**src/rtl/uart_pkg.sv**
```systemverilog
// rtl/uart_pkg.sv - shared constants and state encoding for the monitor UART
package uart_pkg;

   // Transmitter FSM state encoding
   typedef enum logic [2:0] {
      ST_IDLE   = 3'd0,
      ST_START  = 3'd1,
      ST_DATA   = 3'd2,
      ST_PARITY = 3'd3,
      ST_STOP   = 3'd4
   } uart_state_t;

   // Default frame shape: 8 data bits, 1 stop bit
   localparam int DEF_DATA_BITS = 8;
   localparam int DEF_STOP_BITS = 1;

   // Clock cycles per bit period produced by uart_timer
   localparam int BIT_PERIOD = 227;

endpackage

```
**src/rtl/uart_tx.sv**
```systemverilog
// rtl/uart_tx.sv - UART transmitter with one-byte holding register
module uart_tx
   import uart_pkg::*;
#(
   parameter int DATA_BITS  = DEF_DATA_BITS,
   parameter int PARITY_EN  = 0,
   parameter int PARITY_ODD = 0,
   parameter int STOP_BITS  = DEF_STOP_BITS
) (
   input  logic       clk,
   input  logic       rst,
   input  logic [7:0] tx_data,
   input  logic       tx_vld,
   output logic       tx_rdy,
   output logic       uart_tm_en,
   input  logic       uart_tm_ov,
   output logic       txd,
   output logic       tx_busy
);

   localparam logic [2:0] LAST_BIT  = 3'(DATA_BITS - 1);
   localparam logic       LAST_STOP = 1'(STOP_BITS - 1);

   uart_state_t state, state_nxt;
   logic [7:0]  hold, hold_nxt;
   logic        hold_full, hold_full_nxt;
   logic [7:0]  shift, shift_nxt;
   logic [2:0]  bit_cnt, bit_cnt_nxt;
   logic        stop_cnt, stop_cnt_nxt;
   logic        parity, parity_nxt;
   logic        txd_nxt, tm_en_nxt, busy_nxt;
   logic        do_load;

   // The producer may write whenever the holding register is empty
   assign tx_rdy = ~hold_full;

   // State and registered outputs; reset aborts any frame and drops the buffered byte
   always_ff @(posedge clk) begin
      if (rst) begin
         state      <= ST_IDLE;
         hold       <= 8'h00;
         hold_full  <= 1'b0;
         shift      <= 8'h00;
         bit_cnt    <= 3'd0;
         stop_cnt   <= 1'b0;
         parity     <= 1'b0;
         txd        <= 1'b1;
         uart_tm_en <= 1'b0;
         tx_busy    <= 1'b0;
      end else begin
         state      <= state_nxt;
         hold       <= hold_nxt;
         hold_full  <= hold_full_nxt;
         shift      <= shift_nxt;
         bit_cnt    <= bit_cnt_nxt;
         stop_cnt   <= stop_cnt_nxt;
         parity     <= parity_nxt;
         txd        <= txd_nxt;
         uart_tm_en <= tm_en_nxt;
         tx_busy    <= busy_nxt;
      end
   end

   // Next-state logic: accept into hold, advance one bit per timer overflow
   always_comb begin
      state_nxt     = state;
      hold_nxt      = hold;
      hold_full_nxt = hold_full;
      shift_nxt     = shift;
      bit_cnt_nxt   = bit_cnt;
      stop_cnt_nxt  = stop_cnt;
      parity_nxt    = parity;
      txd_nxt       = txd;
      tm_en_nxt     = uart_tm_en;
      busy_nxt      = tx_busy;
      do_load       = 1'b0;

      if (tx_vld && !hold_full) begin
         hold_nxt      = tx_data;
         hold_full_nxt = 1'b1;
      end

      case (state)
         ST_IDLE: begin
            do_load = hold_full;
         end
         ST_START: begin
            if (uart_tm_ov) begin
               txd_nxt   = shift[0];
               state_nxt = ST_DATA;
            end
         end
         ST_DATA: begin
            if (uart_tm_ov) begin
               parity_nxt  = parity ^ shift[0];
               shift_nxt   = {1'b0, shift[7:1]};
               bit_cnt_nxt = bit_cnt + 3'd1;
               if (bit_cnt == LAST_BIT) begin
                  if (PARITY_EN != 0) begin
                     txd_nxt   = parity_nxt;
                     state_nxt = ST_PARITY;
                  end else begin
                     txd_nxt      = 1'b1;
                     stop_cnt_nxt = 1'b0;
                     state_nxt    = ST_STOP;
                  end
               end else begin
                  txd_nxt = shift[1];
               end
            end
         end
         ST_PARITY: begin
            if (uart_tm_ov) begin
               txd_nxt      = 1'b1;
               stop_cnt_nxt = 1'b0;
               state_nxt    = ST_STOP;
            end
         end
         ST_STOP: begin
            if (uart_tm_ov) begin
               if (stop_cnt != LAST_STOP) begin
                  stop_cnt_nxt = stop_cnt + 1'b1;
               end else if (hold_full) begin
                  // Chain straight into the next frame with the timer still running
                  do_load = 1'b1;
               end else begin
                  state_nxt = ST_IDLE;
                  tm_en_nxt = 1'b0;
                  busy_nxt  = 1'b0;
               end
            end
         end
         default: begin
            state_nxt = ST_IDLE;
         end
      endcase

      if (do_load) begin
         shift_nxt     = hold;
         hold_full_nxt = 1'b0;
         bit_cnt_nxt   = 3'd0;
         parity_nxt    = 1'(PARITY_ODD);
         txd_nxt       = 1'b0;
         tm_en_nxt     = 1'b1;
         busy_nxt      = 1'b1;
         state_nxt     = ST_START;
      end
   end

endmodule

```
**config.mk**
```make
export PLATFORM = sky130hd
export DESIGN_NAME = uart_tx
export DESIGN_NICKNAME = d
export VERILOG_FILES = /design/src/rtl/uart_pkg.sv /design/src/rtl/uart_tx.sv
export SDC_FILE = /design/constraint.sdc
export NUM_CORES = 1
export LEC_CHECK = 0
export CAP_MARGIN = 10
export CORE_MARGIN = 2
export CORE_UTILIZATION = 47
export DETAILED_ROUTE_END_ITERATION = 10
export HOLD_SLACK_MARGIN = 0.02
export PLACE_DENSITY = 0.72
export REMOVE_ABC_BUFFERS = 1
export SLEW_MARGIN = 0
export SYNTH_ARGS = -nofsm -noshare
export SYNTH_HDL_FRONTEND = slang
export SYNTH_SLANG_ARGS = --single-unit
```
**constraint.sdc**
```tcl
create_clock -name clk -period 1.3 [get_ports clk]
set_clock_uncertainty 0.1 [all_clocks]
set_input_delay 0.26 -clock clk [delete_from_list [all_inputs] [get_ports clk]]
set_output_delay 0.26 -clock clk [all_outputs]
set_load 0.01 [all_outputs]
```
==> key figures <==
Placement
  • Dpl ws: -0.354 ns
  • Final Wtd Congestion: ~0.83
  • DPL Wire Length: about 1600 microns
  • Port Buffer Count: 15
  • Post-Place Cells: approximately 170

Synth
  • Synthesized instance count: ~120
  • Yosys reg bits: 25
  • Synth area leader: dfxtp_1
  • Post-synth cell types: 30
  • Post-Syn Area: 1090 sq um
  • Prevailing post-synth register cell: dfxtp_1
  • Most common cell in the netlist: nor2_1
  • Synth async-reset ratio: 0
  • Post-synth top cells: nor2_1, dfxtp_1, mux2i_1
  • Yosys top cell area share: 0.458
  • Number of flops mapped to enable cells by yosys: 0
  • Syn avg cell area: 9.34 sq um
  • Post-synthesis sequential area ratio: 0.458
  • Area contributors post-synth: dfxtp_1, nor2_1, mux2i_1, o221a_1, a21oi_1
  • Yosys warns: 0

STA
  • Slew headroom: 0.835
  • Worst setup margin: a little under 0.04 ns
  • Fin Setup TNS: 0 ns
  • Final hold vios: 0
  • Final period util: 0.970
  • Tightest Pin Transition: 0.247 ns
  • Minimum clock period: 1.26 ns
  • Final slew viol count: 0
  • Achievable Freq: just under 800 MHz
  • Final setup fails: 0

Power and ir drop
  • Switch Pwr: 0.408 mW
  • Worst vdd ir: around 0.00073 V
  • Clock power share: 0.226
  • Sequential Power Share: 0.567
  • Leak Pwr: between 0.6 and 0.7 nW
  • Switching share of power: 0.268
  • Combinational power share: 0.207
  • P_int: approximately 1.1 mW
  • PwrDens: between 1000 and 1500 nW/um^2

Global route
  • Tot GR Track Use: 0.182
  • Initial antenna violation count: 0
  • GR Overflow Total: 0
  • Largest net degree at the start of global routing: 14
  • Vias in the first global route: around 900
  • First-pass GRT wire length: 3660 microns

Clocking
  • CTS tree: done
  • Clock root cell: clkbuf_4
  • Longest Clk Path Bufs: 2
  • Clock-pin slew on the worst setup and hold paths: around 0.13 ns
  • Hold buffer count at CTS: 0
  • Total CTS buffers: 3
  • CTS sink cnt: 25
  • Clk_lat worst skew: around 0.31 ns
  • H-tree Lvls: 1

Worst setup path
  • Critical-path maximum fanout: 6
  • Critical path endpoint category: register
  • Setup CP Type: register to register
  • WP data required: 1.42 ns
  • Arrival time of the worst setup path: approximately 1.4 ns
  • Critical Path Source Type: register

Floorplanning
  • Die X: around 52 microns
  • Total core area: roughly 2200 sq um
  • Io pins: 16
  • Die height: between 50 and 60 microns
  • Rows: 17
  • Die ar.: roughly 2700 sq um
  • Starting density of the core: 0.494

Cells and area
  • Ratio of cells with drive above 1 in the final layout: 0.309
  • Finished Layout Cells: between 150 and 200
  • Synth-to-layout area growth: 38.1%
  • Final #Nets: between 150 and 200
  • Ant. Diodes: 0

Detailed routing
  • DR WL/cell: 13.3 microns
  • Final wirelength: ~2400 microns
  • Vias per cell: approximately 5.3
  • Final antenna-violating net count: 0
  • DR vias: approximately 940
  • DRT iter0 DRCs: 24
  • 1st-pass router iterations: 4
  • DRC errors left: 0

Outcome
  • Outcome: completed

Worst hold path
  • Hold/Removal Path Class: register to register

Job
  • Maxcap violations: 0
==> critical path: stages, from the launching register on <==
cell and delay [ns]:
dfxtp_4 0.39, nand4bb_4 0.24, buf_4 0.19, nor2_1 0.08, nor2_1 0.05, o221a_1 0.11
==> registers in the layout, indices dropped and copies added (netlist names) <==
name and cells:
bit_cnt 3, hold 8, hold_full 1, shift 8, state 3, tx_busy 1
txd 1
==> placed cells by master (no fill, tap or decap), types with 2 or more instances in the layout <==
cell type         n
a21oi_1           5
buf_4            17
buf_6             3
clkbuf_4          3
clkdlybuf4s15_1   2
clkdlybuf4s50_1  10
dfxtp_1          17
dfxtp_2           7
ha_4              2
inv_1             3
mux2i_1           9
nand2_1           4
nand2b_1          3
nor2_1           31
nor2_2            2
nor3_1            2
o221a_1           7
==> cell type report <==
| type | count | area [sq um] |
|---|---|---|
| fill | 190 | 703 |
| multi-input combinational | 82 | 623 |
| sequential | 25 | 513 |
| timing repair buffer | 35 | 300 |
| tap | 28 | 35.0 |
| clock buffer | 4 | 26.3 |
| inverter | 3 | 11.3 |
==> metrics by stage <==
| step | utilization | cell area, sq um | power [mW] | hold slack, ns |
|---|---|---|---|---|
| after floorplan | - | 1050 | 1.02 | 0.232 |
| after global placement | 0.615 | 1360 | 1.16 | 0.351 |
| after detailed placement | 0.615 | 1360 | 1.17 | 0.365 |
| after CTS | 0.640 | 1420 | 1.50 | 0.383 |
| after global routing | 0.682 | 1510 | 1.59 | 0.422 |
| final | 0.682 | 1510 | 1.52 | 0.385 |
==> per-layer routing <==
metal / vias to the layer above / wire [microns] / track usage
met5: - / 0 / 0
met4: 0 / 40 / 0.0897
met3: 4 / 103 / 0.0257
met2: 28 / 1090 / 0.289
met1: 442 / 1130 / 0.240
li1: 469 / - / -
==> what timing repair did <==
item / 4_1_cts / 5_1_grt
buffers inserted: 2 / 0
pin swaps: 3 / 1
setup endpoints to repair: 18 / 24
gates cloned: 0 / 2
gates resized for setup: 19 / 22
==> power groups by stage <==
stage	Combinational [mW]	Clock [mW]	Sequential (mW)
finish	0.315	0.344	0.863
global route	0.347	0.379	0.869
CTS	0.293	0.350	0.857
detailed placement	0.294	0	0.874
global placement	0.288	0	0.873
floorplan	0.140	0	0.879
==> cell families (layout without fill, tap and decap cells) <==
kind of cell             after synthesis  in the layout  share of synthesized area
AND/OR/NAND/NOR                       51             51                      0.233
buffers and inverters                 10             42                     0.0447
AO/OA/AOI/OAI                         19             19                      0.151
adder cells (fa/ha/maj)                2              2                     0.0229
flip-flops                            25             25                      0.458
multiplexers                           9              9                     0.0825
XOR/XNOR                               1              1                    0.00802
==> path summary, 6_finish.rpt <==
kind            start  endpoint  slack (ns)  depth (start not counted)
max reg2reg  state[2]  shift[0]        0.04                          5
min          shift[7]  shift[7]        0.39                          2
max          state[2]  shift[0]        0.04                          5
min reg2reg  shift[7]  shift[7]        0.39                          2
Power figures use the tool's default switching activity.
